===== config.mk =====
export PLATFORM = sky130hd
export DESIGN_NAME = eth_dds_cfg_mc
export DESIGN_NICKNAME = d
export VERILOG_FILES = /design/src/rtl/eth_dds_cfg_mc.sv
export SDC_FILE = /design/constraint.sdc
export NUM_CORES = 1
export LEC_CHECK = 0
export ABC_AREA = 1
export BUFFER_PORTS_ARGS = -buffer_cell sky130_fd_sc_hd__buf_2
export CORE_ASPECT_RATIO = 0.9
export CORE_MARGIN = 8
export CORE_UTILIZATION = 35
export DETAILED_ROUTE_END_ITERATION = 10
export SETUP_SLACK_MARGIN = 0.2
export SLEW_MARGIN = 10
export SYNTH_ARGS = -nofsm -noshare
export SYNTH_HDL_FRONTEND = slang
export SYNTH_SLANG_ARGS = --single-unit

===== constraint.sdc =====
create_clock -name eth_rx_clk -period 10.35 [get_ports eth_rx_clk]
set_input_delay 1.035 -clock eth_rx_clk [delete_from_list [all_inputs] [get_ports eth_rx_clk]]
set_output_delay 1.035 -clock eth_rx_clk [all_outputs]
set_load 0.02 [all_outputs]

===== src/rtl/eth_dds_cfg_mc.sv =====
// UDP packet decoder that stages DDS register writes in a shadow set and commits them per channel.
// Optional macro CFG_STATUS_EN adds saturating good/bad packet counters.
module eth_dds_cfg_mc #(
    parameter int unsigned NUM_CH = 2,
    parameter logic [15:0] MAGIC  = 16'h5AA5
) (
    input  logic                     eth_rx_clk,
    input  logic                     sys_rst,
    input  logic                     rec_en,
    input  logic [31:0]              rec_data,
    input  logic                     rec_pkt_done,
    input  logic [15:0]              rec_byte_num,
    output logic [4*NUM_CH-1:0]      wave_select,
    output logic [9*NUM_CH-1:0]      amp_ctl,
    output logic [32*NUM_CH-1:0]     freq_ctl,
    output logic [32*NUM_CH-1:0]     min_ctl,
    output logic [12*NUM_CH-1:0]     phase_ctl,
    output logic [NUM_CH-1:0]        cfg_update,
`ifdef CFG_STATUS_EN
    output logic [15:0]              pkt_ok_cnt,
    output logic [15:0]              pkt_err_cnt,
`endif
    output logic                     pkt_err
);

    localparam int unsigned CH_W      = (NUM_CH > 1) ? $clog2(NUM_CH) : 1;
    localparam logic [3:0]  RST_WAVE  = 4'd0;
    localparam logic [8:0]  RST_AMP   = 9'd256;
    localparam logic [31:0] RST_FREQ  = 32'd3615292;
    localparam logic [31:0] RST_MIN   = 32'd0;
    localparam logic [11:0] RST_PHASE = 12'd1024;

    typedef enum logic [2:0] {
        S_HDR  = 3'd0,
        S_ADDR = 3'd1,
        S_DATA = 3'd2,
        S_END  = 3'd3,
        S_ERR  = 3'd4
    } state_t;

    state_t            r_state;
    logic [CH_W-1:0]   r_ch;
    logic [7:0]        r_nreg;
    logic [7:0]        r_cnt;
    logic [2:0]        r_addr;
    logic [3:0]        r_sh_wave;
    logic [8:0]        r_sh_amp;
    logic [31:0]       r_sh_freq;
    logic [31:0]       r_sh_min;
    logic [11:0]       r_sh_phase;

    state_t            w_state;
    logic [CH_W-1:0]   w_ch;
    logic [7:0]        w_nreg;
    logic [7:0]        w_cnt;
    logic [2:0]        w_addr;
    logic [3:0]        w_sh_wave;
    logic [8:0]        w_sh_amp;
    logic [31:0]       w_sh_freq;
    logic [31:0]       w_sh_min;
    logic [11:0]       w_sh_phase;
    logic [15:0]       w_exp_bytes;
    logic              w_commit;

    // Effect of this cycle's word; the end-of-packet decision looks at this result.
    always_comb begin
        w_state    = r_state;
        w_ch       = r_ch;
        w_nreg     = r_nreg;
        w_cnt      = r_cnt;
        w_addr     = r_addr;
        w_sh_wave  = r_sh_wave;
        w_sh_amp   = r_sh_amp;
        w_sh_freq  = r_sh_freq;
        w_sh_min   = r_sh_min;
        w_sh_phase = r_sh_phase;
        if (rec_en) begin
            case (r_state)
                S_HDR: begin
                    if (rec_data[31:16] == MAGIC && rec_data[15:8] < 8'(NUM_CH)
                        && rec_data[7:0] != 8'd0) begin
                        w_ch    = CH_W'(rec_data[15:8]);
                        w_nreg  = rec_data[7:0];
                        w_cnt   = rec_data[7:0];
                        w_state = S_ADDR;
                        for (int unsigned n = 0; n < NUM_CH; n++) begin
                            if (rec_data[15:8] == 8'(n)) begin
                                w_sh_wave  = wave_select[4*n +: 4];
                                w_sh_amp   = amp_ctl[9*n +: 9];
                                w_sh_freq  = freq_ctl[32*n +: 32];
                                w_sh_min   = min_ctl[32*n +: 32];
                                w_sh_phase = phase_ctl[12*n +: 12];
                            end
                        end
                    end else begin
                        w_state = S_ERR;
                    end
                end
                S_ADDR: begin
                    if (rec_data[3:0] <= 4'd4) begin
                        w_addr  = rec_data[2:0];
                        w_state = S_DATA;
                    end else begin
                        w_state = S_ERR;
                    end
                end
                S_DATA: begin
                    case (r_addr)
                        3'd0:    w_sh_wave  = rec_data[3:0];
                        3'd1:    w_sh_amp   = rec_data[8:0];
                        3'd2:    w_sh_freq  = rec_data;
                        3'd3:    w_sh_min   = rec_data;
                        default: w_sh_phase = rec_data[11:0];
                    endcase
                    w_cnt   = r_cnt - 8'd1;
                    w_state = (r_cnt == 8'd1) ? S_END : S_ADDR;
                end
                S_END:   w_state = S_ERR;
                default: w_state = S_ERR;
            endcase
        end
    end

    assign w_exp_bytes = {5'd0, r_nreg, 3'd0} + 16'd4;
    assign w_commit    = rec_pkt_done && (w_state == S_END) && (rec_byte_num == w_exp_bytes);

    always_ff @(posedge eth_rx_clk or posedge sys_rst) begin
        if (sys_rst) begin
            r_state    <= S_HDR;
            r_ch       <= '0;
            r_nreg     <= '0;
            r_cnt      <= '0;
            r_addr     <= '0;
            r_sh_wave  <= '0;
            r_sh_amp   <= '0;
            r_sh_freq  <= '0;
            r_sh_min   <= '0;
            r_sh_phase <= '0;
            cfg_update <= '0;
            pkt_err    <= 1'b0;
            for (int unsigned n = 0; n < NUM_CH; n++) begin
                wave_select[4*n +: 4]  <= RST_WAVE;
                amp_ctl[9*n +: 9]      <= RST_AMP;
                freq_ctl[32*n +: 32]   <= RST_FREQ;
                min_ctl[32*n +: 32]    <= RST_MIN;
                phase_ctl[12*n +: 12]  <= RST_PHASE;
            end
`ifdef CFG_STATUS_EN
            pkt_ok_cnt  <= '0;
            pkt_err_cnt <= '0;
`endif
        end else begin
            r_state    <= w_state;
            r_ch       <= w_ch;
            r_nreg     <= w_nreg;
            r_cnt      <= w_cnt;
            r_addr     <= w_addr;
            r_sh_wave  <= w_sh_wave;
            r_sh_amp   <= w_sh_amp;
            r_sh_freq  <= w_sh_freq;
            r_sh_min   <= w_sh_min;
            r_sh_phase <= w_sh_phase;
            cfg_update <= '0;
            pkt_err    <= 1'b0;
            if (rec_pkt_done) begin
                r_state <= S_HDR;
                if (w_commit) begin
                    for (int unsigned n = 0; n < NUM_CH; n++) begin
                        if (r_ch == CH_W'(n)) begin
                            wave_select[4*n +: 4]  <= w_sh_wave;
                            amp_ctl[9*n +: 9]      <= w_sh_amp;
                            freq_ctl[32*n +: 32]   <= w_sh_freq;
                            min_ctl[32*n +: 32]    <= w_sh_min;
                            phase_ctl[12*n +: 12]  <= w_sh_phase;
                            cfg_update[n]          <= 1'b1;
                        end
                    end
`ifdef CFG_STATUS_EN
                    if (pkt_ok_cnt != 16'hFFFF) pkt_ok_cnt <= pkt_ok_cnt + 16'd1;
`endif
                end else begin
                    pkt_err <= 1'b1;
`ifdef CFG_STATUS_EN
                    if (pkt_err_cnt != 16'hFFFF) pkt_err_cnt <= pkt_err_cnt + 16'd1;
`endif
                end
            end
        end
    end

endmodule


* Word level (Yosys, flattened, before mapping)
Cells that the tools add are included.
** Storage, ports and cells
- Register bits after elaboration :: 293
- Input bits :: 52
- Output and inout bits :: 181
** Cells by class
- Mux-type cells :: 44
- Reduce and logical (&&, ||, !) cells :: 15
- Add/subtract/negate cells :: 2
- Eq/ne operators :: 11
- $lt $le $gt $ge :: 2
- Bitwise operators :: 1
** Operators by type and width (number)
- 32-bit two-way mux :: 10
- 32-bit case mux with 2 select lines :: 2
- 12-bit two-way mux :: 5
- 9-bit two-way mux :: 5
- 12-bit case mux with 2 select lines :: 1
- 4-bit two-way mux :: 5
- 9-bit case mux with 2 select lines :: 1
- 16-bit by 12-bit equality test with 1-bit output :: 1
- 16-bit by 15-bit equality test with 1-bit output, second input constant :: 1
- 8-bit by 1-bit equality test with 1-bit output, second input constant :: 2
- 8-bit case mux with 2 select lines :: 1
- 3-bit AND reduction :: 5
- 11-bit by 3-bit adder with 12-bit output, second input constant :: 1
- 3-bit by 2-bit equality test with 1-bit output, second input constant :: 4
- 3-bit two-way mux :: 4
- 3-bit case mux with 3 select lines :: 1
- 8-bit logical NOT :: 1
- 8-bit by 2-bit less-than comparator with 1-bit output, second input constant :: 1
- 8-bit two-way mux :: 1
- 4-bit case mux with 2 select lines :: 1
- 8-bit nonzero test :: 1
- 8-bit by 1-bit subtractor with 8-bit output, second input constant :: 1
- 3-bit by 1-bit equality test with 1-bit output, second input constant :: 2
- 3-bit logical NOT :: 2
- other kinds (8) :: 16

* Longest topological paths before layout
- Depth in word-level cells :: 11
- Gate-level depth with buffers :: 15

* Worst setup path before layout
OpenSTA, ideal clock, no wires.
- Path kind :: input -> register
- From :: in rec_data[12]
- To :: reg freq_ctl[32]
- Data required time :: 10234 ps
- Path slack :: 7806 ps
- Path buffers :: 2
- Arrival time :: 2428 ps
- Cell stages on the path :: 14
- Cell sequence :: inv_1 nand2_1 nor2_4 nand2_1 nor2_1 nand2_1 nand2_1 nand2_1 nand2_4 nand4_2 buf_2 buf_4 nand2_1 nand2_1
** On the way
- Word-level cells in the longest chain between the ends :: 10
- Elaborated cells on any way between the ends :: 17
- Classes of those cells :: order compare: 1; eq/ne: 2; mux: 8; reduce/logical: 6
** RTL lines
- from (decl) :: RTL line 10 : input logic [31:0] rec_data,
- 8-bit by 2-bit less-than comparator with 1-bit output :: RTL line 80 : if (rec_data[31:16] == MAGIC && rec_data[15:8] < 8'(NUM_CH)
- 1-bit logical AND :: RTL line 80
- 1-bit logical AND :: RTL line 81 : && rec_data[7:0] != 8'd0) begin
- 3-bit two-way mux :: RTL line 80
- 3-bit case mux with 3 select lines :: RTL line 78 : case (r_state)
- 3-bit two-way mux :: RTL line 77 : if (rec_en) begin
- 3-bit by 2-bit equality test with 1-bit output :: RTL line 125 : assign w_commit = rec_pkt_done && (w_state == S_END) && (rec_byte_num == w_exp_bytes);
- 1-bit logical AND (2 in a row) :: RTL line 125
- 3-bit AND reduction (no line)
- to (signal, indexed assignment) :: RTL line 172 : freq_ctl[32*n +: 32] <= w_sh_freq;
- to (decl) :: RTL line 15 : output logic [32*NUM_CH-1:0] freq_ctl,
Several ways; a longest one is shown, not always the timed one.
A chain may end at the register's enable or synchronous reset.

* Worst setup path in the final report
- From :: in rec_data[15]
- To :: reg freq_ctl[52]
The elaborated chain is that of the path after synthesis.

==> flow_metrics.tcl <==
set metrics [dict create \
    rows 70 \
    wl_per_cell_um 19.3 \
    switchingPower_uw 677 \
    syn_area_per_cell_um2 7.31 \
    ys_warn_count 0 \
    worst_slack_ns 5.86 \
    whs_endpoint "freq_ctl[13]" \
    crit_slowest_cell "buf_4" \
    initial_core_util_pct 35.6 \
    instances_no_fill 2714 \
    reg2reg_from "r_state[2]" \
    gp_congestion 0.853 \
    clkPwrFrac_pct 47.1 \
    cts_hold_buf 0 \
    pre_cts_ws_ns 5.36 \
    firstDrtPassIters 6 \
    hold-worst-slack_ns 0.472 \
    clkLatencyLatePin_ns 0.51 \
    min_from "freq_ctl[13]" \
    ys_ff_latch 293 \
    yosysUniqueCellTypes 30 \
    cts-resized-gates 0 \
    grt_antenna_before_repair 5 \
    switching_share_pct 25.5 \
    synth_fp_nets 2034 \
    rr_worst_depth 10 \
    synth_top_family_by_area "simple AND/OR/NAND/NOR gates" \
    clkSinkCount 293 \
    tritoncts "yes" \
    synthTopCellsByArea "dfrtp_1 (46%), nand2_1 (27%), dfstp_2 (5.1%)" \
    r2r_slack_ns 6.08 \
    grt_pass1_wl_um 82000 \
    grt_pass1_vias 13500 \
    drc 0 \
    area_growth_pct 18.5 \
    synthMuxAreaShare_pct 0.829 \
    drive_gt1_share_pct 16.4 \
    cts_max_path_buffers 3 \
    clkTransAtPathRegs_ns 0.06 \
    vias 13800 \
    fin_skew_ns 0.0195 \
    utilization_pct 42.2 \
    mostFrequentLayoutCells "nand2_1 (1054), dfrtp_1 (265), buf_2 (232)" \
    yosysTopAreaCell "dfrtp_1" \
    rsz0062_at_grt "no" \
    synthAdderAreaFrac_pct 0.173 \
    power_mw 2.66 \
    synthCells 1980 \
    coreArea_um2 40700 \
    fin_area_um2 17200 \
    fin_crit_ns 4.49 \
    critPathMaxFanout 63 \
    via_per_inst 5.09 \
    hold_viol_final 0 \
    combPwrFrac_pct 8.2 \
    cts_buffers 34 \
    internal_power_mw 1.98 \
    grt_overflow_total 0 \
    critPathLaunchType "primary input" \
    wirelength_um 52300 \
    ant_nets 0 \
    critical_path_buf_inv_count 4 \
    hp-class "register to register" \
    critPathTopFamily "simple AND/OR/NAND/NOR gates" \
    slowest_delay_ns 0.81 \
    holdPathStages 2 \
    crit_top_cell "nand2_1" \
    placed_area_um2 16000 \
    htree_levels 2 \
    outcome "complete, no violations" \
    ios 233 \
    crit_chain "buf_2 -> inv_2 -> nand2_1 -> nor2_4 -> buf_4 -> nand2_1 -> nor2_1 -> nand4_1 -> nand2_1 -> nand3_4 -> nor2_4 -> buf_4 -> nand2_1 -> nand2_1" \
    finalSetupViolCount 0 \
    seqPwrFrac_pct 44.6 \
    cp.required_ns 10.78 \
    post-cts-setup-buffers 0 \
    path_class "primary input to register" \
    power_density_nw_per_um2 155 \
    synth_compound_area_share_pct 2.14 \
    numPortBuffers 232 \
    period_share_pct 43.4 \
    synthSimpleGateAreaFrac_pct 38.7 \
    dp.cells 2649 \
    synth-xor-area-share_pct 0.0605 \
    p_leak_nw 9.95 \
    fin_tns_setup_ns 0 \
    grt_util_all_layers_pct 21.2 \
    critPathArrivalTime_ns 4.93 \
    max_cap_viol_count 0 \
    fmax_ghz 0.223 \
    design.die.area_um2 48100 \
    layout_commonest_cell "nand2_1" \
    die_w_um 230 \
    hpwlAfterDp_um 32100 \
    syn_area_um2 14500 \
    vdd_drop_max_mv 0.0906 \
    die_y_um 209 \
    grt_start_max_net_pins 149 \
    seq_area_frac_synth_pct 50.9 \
    max_slew_margin_pct 13.4 \
    finalMaxSlewViolations 0 \
    drtIter0Drc 1183 \
    root_buffer "clkbuf_16" \
    synth_top_area_share_pct 45.8 \
    final_net_count 2199 \
    endpoint_kind "register" \
    worstMarginPinSlew_ns 1.30 \
    worstReg2RegEnd "freq_ctl[52]" \
]
==> synthesized netlist by cell type, drive strengths merged <==
cell type,count
o21ai,28
nand4,97
o211ai,14
a22oi,2
inv,142
buf,59
o22ai,1
nand2,1058
a21oi,7
and2,1
clkbuf,60
nand3,145
mux2i,12
nor3,7
a41oi,1
xor2,1
dfrtp,265
dfstp,28
nor2,50
ha,2
==> worst register-to-register path: cells and delay by family, from the launching register on <==
family	cells	cell delay, ns
buffers and inverters	2	0.92
and+or+nand+nor	8	2.89
DFF	1	0.40
==> flip-flops by register name (all words and copies together), names as in the netlist, 4 cells and up <==
signal	count
freq_ctl	64
min_ctl	64
r_sh_freq	32
r_sh_min	32
phase_ctl	24
amp_ctl	18
r_sh_phase	12
r_sh_amp	9
r_cnt	8
r_nreg	8
wave_select	8
r_sh_wave	4
==> final cells by class <==
class | count | area, µm²
Antenna cell | 3 | 7.51
Clock buffer | 52 | 1060
Clock inverter | 10 | 108
Fill cell | 4165 | 23600
Inverter | 142 | 541
Multi-Input combinational cell | 1426 | 6110
Sequential cell | 293 | 7370
Tap cell | 540 | 676
Timing Repair Buffer | 248 | 1290
==> worst max-delay path by stage <==
stage                        end    startpoint  slack, ns  cells past startpoint
floorplan             amp_ctl[0]       sys_rst       1.27                      1
global placement    freq_ctl[50]  rec_data[16]       5.54                     12
detailed placement    min_ctl[4]  rec_data[15]       5.36                     14
CTS                   min_ctl[4]  rec_data[17]       5.86                     13
global route        freq_ctl[39]  rec_data[13]       5.54                     14
finish              freq_ctl[52]  rec_data[15]       5.86                     14
==> per-layer routing <==
layer,vias to the layer above,GRT usage (%),routed length [µm]
met5,-,0,23
met3,82,4.77,3860
met4,4,6.53,1360
met2,526,32.9,23100
li1,6532,-,-
met1,6675,29.3,24000
==> power by group through the flow <==
stage | combinational [mW] | clock [mW] | sequential, mW
final | 0.218 | 1.25 | 1.19
after global routing | 0.242 | 1.31 | 1.19
after CTS | 0.219 | 1.27 | 1.19
after detailed placement | 0.218 | 0 | 1.21
after global placement | 0.215 | 0 | 1.21
after floorplan | 0.141 | 0 | 1.20
==> logic make-up (layout without fill, tap and decap cells) <==
family | Yosys count | in the layout
buf+inv | 261 | 452
xor+xnor | 1 | 1
flops | 293 | 293
compound gates | 53 | 53
simple gates | 1358 | 1358
fa+ha+maj | 2 | 2
mux | 12 | 12
other cells | 0 | 3
(Power assumes the default switching activity.)
